## config.mk

```make
export PLATFORM = sky130hd
export DESIGN_NAME = ram_march_tester
export DESIGN_NICKNAME = d
export VERILOG_FILES = /design/src/rtl/ram_march_tester.sv
export SDC_FILE = /design/constraint.sdc
export NUM_CORES = 1
export LEC_CHECK = 0
export BUFFER_PORTS_ARGS = -buffer_cell sky130_fd_sc_hd__buf_4
export CAP_MARGIN = 5
export CORE_AREA = 2 2 73 75
export DETAILED_ROUTE_END_ITERATION = 10
export DIE_AREA = 0 0 75 77
export MAX_ROUTING_LAYER = met4
export PLACE_DENSITY = 0.86
export SYNTH_ARGS = -nofsm -noshare
export SYNTH_HDL_FRONTEND = slang
export SYNTH_SLANG_ARGS = --single-unit
export TNS_END_PERCENT = 1
```

## constraint.sdc

```tcl
create_clock -name clk -period 2.3 [get_ports clk]
set_clock_uncertainty 0.1 [all_clocks]
set_input_delay 0.115 -clock clk [delete_from_list [all_inputs] [get_ports clk]]
set_output_delay 0.115 -clock clk [all_outputs]
set_load 0.02 [all_outputs]
```

## src/rtl/ram_march_tester.sv

```systemverilog
// ram_march_tester: writes seed+addr to every RAM address, reads back and checks, reporting errors.
// Optional RAM_MARCH_INV_PASS_EN adds a second pass with the inverted pattern.
module ram_march_tester #(
    parameter int ADDR_WIDTH = 4,
    parameter int DATA_WIDTH = 8,
    parameter int DEPTH      = 16,
    parameter int TIMEOUT    = 15
) (
    input  logic                  clk,
    input  logic                  reset,
    input  logic                  start,
    input  logic [DATA_WIDTH-1:0] seed,
    output logic                  en,
    output logic                  wr_rd,
    output logic [ADDR_WIDTH-1:0] addr,
    output logic [DATA_WIDTH-1:0] data_in,
    input  logic [DATA_WIDTH-1:0] data_out,
    input  logic                  out_en,
    output logic                  busy,
    output logic                  done,
    output logic                  pass,
    output logic [ADDR_WIDTH+1:0] err_count,
    output logic [ADDR_WIDTH-1:0] fail_addr,
    output logic                  timeout_flag
);
`ifdef RAM_MARCH_INV_PASS_EN
    localparam bit INV_PASS = 1'b1;
`else
    localparam bit INV_PASS = 1'b0;
`endif
    localparam int WW = $clog2(TIMEOUT + 1);
    localparam logic [ADDR_WIDTH-1:0] LAST = ADDR_WIDTH'(DEPTH - 1);
    localparam logic [WW-1:0] TMAX = WW'(TIMEOUT - 1);

    typedef enum logic [2:0] {IDLE, WRITE, READ, GAP, DONE} state_t;

    state_t                  state;
    logic [DATA_WIDTH-1:0]   seed_q;
    logic                    inv;
    logic [WW-1:0]           wait_cnt;
    logic [ADDR_WIDTH-1:0]   addr_nxt;
    logic [DATA_WIDTH-1:0]   exp_data;

    function automatic logic [DATA_WIDTH-1:0] pattern(input logic [DATA_WIDTH-1:0] s,
                                                      input logic [ADDR_WIDTH-1:0] a,
                                                      input logic i);
        return (s + DATA_WIDTH'(a)) ^ {DATA_WIDTH{i}};
    endfunction

    assign addr_nxt = addr + ADDR_WIDTH'(1);
    assign exp_data = pattern(seed_q, addr, inv);

    always_ff @(posedge clk) begin
        if (reset) begin
            state        <= IDLE;
            en           <= 1'b0;
            wr_rd        <= 1'b0;
            addr         <= '0;
            data_in      <= '0;
            busy         <= 1'b0;
            done         <= 1'b0;
            pass         <= 1'b0;
            err_count    <= '0;
            fail_addr    <= '0;
            timeout_flag <= 1'b0;
            seed_q       <= '0;
            inv          <= 1'b0;
            wait_cnt     <= '0;
        end else begin
            case (state)
                IDLE, DONE: if (start) begin
                    state        <= WRITE;
                    seed_q       <= seed;
                    inv          <= 1'b0;
                    err_count    <= '0;
                    fail_addr    <= '0;
                    timeout_flag <= 1'b0;
                    done         <= 1'b0;
                    pass         <= 1'b0;
                    busy         <= 1'b1;
                    en           <= 1'b1;
                    wr_rd        <= 1'b1;
                    addr         <= '0;
                    data_in      <= seed;
                end
                WRITE: if (addr == LAST) begin
                    state    <= READ;
                    wr_rd    <= 1'b0;
                    addr     <= '0;
                    wait_cnt <= '0;
                end else begin
                    addr    <= addr_nxt;
                    data_in <= pattern(seed_q, addr_nxt, inv);
                end
                READ: if (out_en || wait_cnt == TMAX) begin
                    state <= GAP;
                    en    <= 1'b0;
                    // out_en wins over a coincident timeout
                    if (!out_en || data_out != exp_data) begin
                        err_count <= (&err_count) ? err_count : err_count + (ADDR_WIDTH+2)'(1);
                        if (err_count == '0)
                            fail_addr <= addr;
                    end
                    if (!out_en)
                        timeout_flag <= 1'b1;
                end else begin
                    wait_cnt <= wait_cnt + WW'(1);
                end
                GAP: if (addr != LAST) begin
                    state    <= READ;
                    en       <= 1'b1;
                    addr     <= addr_nxt;
                    wait_cnt <= '0;
                end else if (INV_PASS && !inv) begin
                    state   <= WRITE;
                    inv     <= 1'b1;
                    en      <= 1'b1;
                    wr_rd   <= 1'b1;
                    addr    <= '0;
                    data_in <= ~seed_q;
                end else begin
                    state <= DONE;
                    busy  <= 1'b0;
                    done  <= 1'b1;
                    pass  <= (err_count == '0);
                end
                default: state <= IDLE;
            endcase
        end
    end
endmodule

```

==> impl_results.md <==
- Crit. End Element: flip-flop
- Largest family of logic cells by synthesized area: simple AND/OR/NAND/NOR gates
- Setup repair bufs after CTS: 0
- Die area: 0.00578 mm²
- Minimum clock period: 2570 ps
- Top cell type's share of synthesized area: 35.4%
- Critical path type: reg -> reg
- EDFF count, synth: 0
- Failing checks: setup timing
- Sequential share of the synthesized area: a little over a third
- ANT cells: 0
- First drt pass iteration count: 4
- Post-synthesis mux area share: 0%
- Routed Antenna Nets: 0
- Syn Std Cell Area: 0.00243 mm²
- Cell row count: 26
- Root Driver: clkbuf_8
- CTS tree: yes
- YS warnings: 0
- Fmax: about 0.39 GHz
- RSZ-0062 raised after global routing: true
- FF+latch area: 866 µm²
- DRT Wirelength: between 6000 and 7000 µm
- Chip height: 77 µm
- Vias: 2546
- Tcrit/Tclk final: 112%
- WP buf/inv: 1
- Crit-path max FO: 8
- Hold WS: 3.08 ps
- Max-slew violations: 0
- # Max-Cap Violations: 0
- Die width: between 70 and 80 µm
- First-pass GRT wire length: about 11000 µm
- CTS HTree Levels: 2
- Crit path DAT: 2710 ps
- Post-synth top cells: nand2_1 (45), dfxtp_1 (43), a21oi_1 (34)
- Mapped Nets: 336
- Critical Path RT: roughly 2400 ps
- Largest net degree at the start of global routing: 38
- Congestion Overflow GR: 0
- Synth Instances: 301
- Core region area: 0.00498 mm²
- Filler cells: about 430
- IO Count: 48
- Final net count: 411
- Cell family with most CP delay: simple AND/OR/NAND/NOR gates
- Post-synthesis simple-gate area fraction: between 20% and 30%
- Hold Path Class: in -> reg
- CP Cell Sequence: ha_2 > fa_2 > a211oi_4 > or3_1 > a211oi_2 > and4b_1 > buf_4 > or3_1 > a21oi_1
- CP max stage delay: between 300 and 400 ps
- FFs w/ async S/R, synth: 0%
- Leak Pwr: between 1 and 1.5 nW
- Top FF cell, synth: dfxtp_1
- CTS buffer count: 5
- DR iter-0 viols: 148
- Worst Tran Pin Value: 486 ps
- Layout area overhead: 32.2%
- Vias per inst: between 5 and 6
- Setup violations, final: 11
- Final hold vios: 0
- Setup WS post-layout: -271 ps
- Post-DP HPWL: 4870 µm
- Cell at the slowest stage of the critical path: fa_2
- Status: finished with violations
- Cell accounting for the most synthesized area: dfxtp_1
- CTS max path bufs: 2
- Pwr/cell area: about 500 mW/mm²
- Top post-synthesis cells by area: dfxtp_1 (35%), a21oi_1 (7.0%), nand2_1 (6.9%)
- Synth Area in XOR/XNOR: 6.69%
- Most used cell, CP: or3_1
- Synth cell types: 48
- Util after Layout: 64.6%
- Clock Latency Late Sink: 300 ps
- Syn avg cell area: 8.08 µm²
- Area of the multi-input gates: between 0.0015 and 0.002 mm²
- Synthesis-stage register bit count: 43
- Count of port buffers added during placement: 47
- Post-Synth Adder-Cell Area: 8.34%
- Synth Area in Compound Gates: 22.3%
- Worst vdd ir: roughly 0.45 mV
- Residual DRC: 0
- Slew HR: ~67%
- RePlAce Congestion: between 0.8 and 0.9
- Clk sink count: 43
- Share of layout cells above drive strength 1: 25.2%
- Crit start category: flip-flop
- Routed len/inst: roughly 15 µm
- Dominant cell by count in the synthesized netlist: nand2_1
- Clock-pin transition on the worst setup and hold timing paths: 80 ps
- Overall Global Routing Usage: about a quarter
- Initial antenna violation count: 0
- Number of global-route vias before repair: 2496
- Initial Util: 48.8%
where the power goes:
| part | switching (mW) | internal, mW |
|---|---|---|
| registers | 0.0265 | 0.774 |
| clock network | 0.276 | 0.214 |
| logic | 0.177 | 0.152 |
layer usage:
layer  global-route usage (%)  wire, µm
met1                     27.5      2700
met2                     44.1      3580
met3                     4.99       346
met4                     12.1       275
met5                        -         0
cell usage in the layout (no fill, tap or decap), drive strengths merged, types with 2 or more instances in the layout:
| cell type | n |
|---|---|
| a211oi | 2 |
| dlygate4sd3 | 7 |
| clkbuf | 6 |
| xor2 | 8 |
| inv | 8 |
| nor2 | 26 |
| nand2b | 4 |
| nand2 | 45 |
| nor3 | 3 |
| and2 | 3 |
| a22oi | 2 |
| xnor2 | 8 |
| nor3b | 2 |
| a31oi | 5 |
| o211ai | 5 |
| dfxtp | 43 |
| a311oi | 3 |
| o21ai | 19 |
| nand3b | 2 |
| nor4 | 3 |
| nand4 | 3 |
| ha | 13 |
| a22o | 5 |
| nand3 | 9 |
| fa | 2 |
| o31ai | 2 |
| a21oi | 34 |
| and3 | 5 |
| buf | 75 |
| or3 | 8 |
| a21o | 3 |
repair_timing:
action / CTS / global route
hold endpoints to repair: 9 / 0
hold buffers: 7 / 0
setup endpoints to repair: 13 / 13
gates resized for setup: 4 / 1
pin swaps: 1 / 0
state kept, by name, summed over array words and instances (netlist names), 3 cells and up:
signal,cells
data_in,8
seed_q,8
err_count,6
addr,4
fail_addr,4
wait_cnt,4
state,3
area by class of cell:
class	instances	area share, %
clock buffers	6	2.26
clock inverters	2	0.350
inverters	7	0.817
multi-input cells	237	47.2
flip-flops and latches	43	26.9
well taps	70	2.72
repair buffers	82	19.7
tightest hold or removal path: stages:
cell and delay [ps]:
buf_4 120, nand2_1 50, a311oi_1 80
final timing paths:
kind         depth (start not counted)  slack, ps           end     from
max                                  9       -270  err_count[4]  addr[0]
min                                  3          3    data_in[0]  seed[0]
max reg2reg                          9       -270  err_count[4]  addr[0]
min reg2reg                          2        360          done     done
through the flow:
step / TNS [ps] / worst slack, ps / instances / total power [mW] / cell area [µm²]
after floorplan: -380 / -66.5 / 301 / 0.988 / 2440
after global placement: -855 / -117 / 432 / 1.11 / 3030
after detailed placement: -2530 / -252 / 432 / 1.12 / 3030
after CTS: -1950 / -235 / 447 / 1.61 / 3210
after global routing: -3080 / -357 / 447 / 1.68 / 3210
final: -2200 / -271 / 447 / 1.62 / 3210
logic make-up (layout without fill, tap and decap cells):
| kind of cell | count (synthesis) | after routing |
|---|---|---|
| compound gates | 87 | 87 |
| fa+ha+maj | 15 | 15 |
| flops | 43 | 43 |
| simple gates | 118 | 118 |
| xor+xnor | 17 | 17 |
| buf+inv | 21 | 97 |
Note: power is estimated with default switching activity, not from simulation.
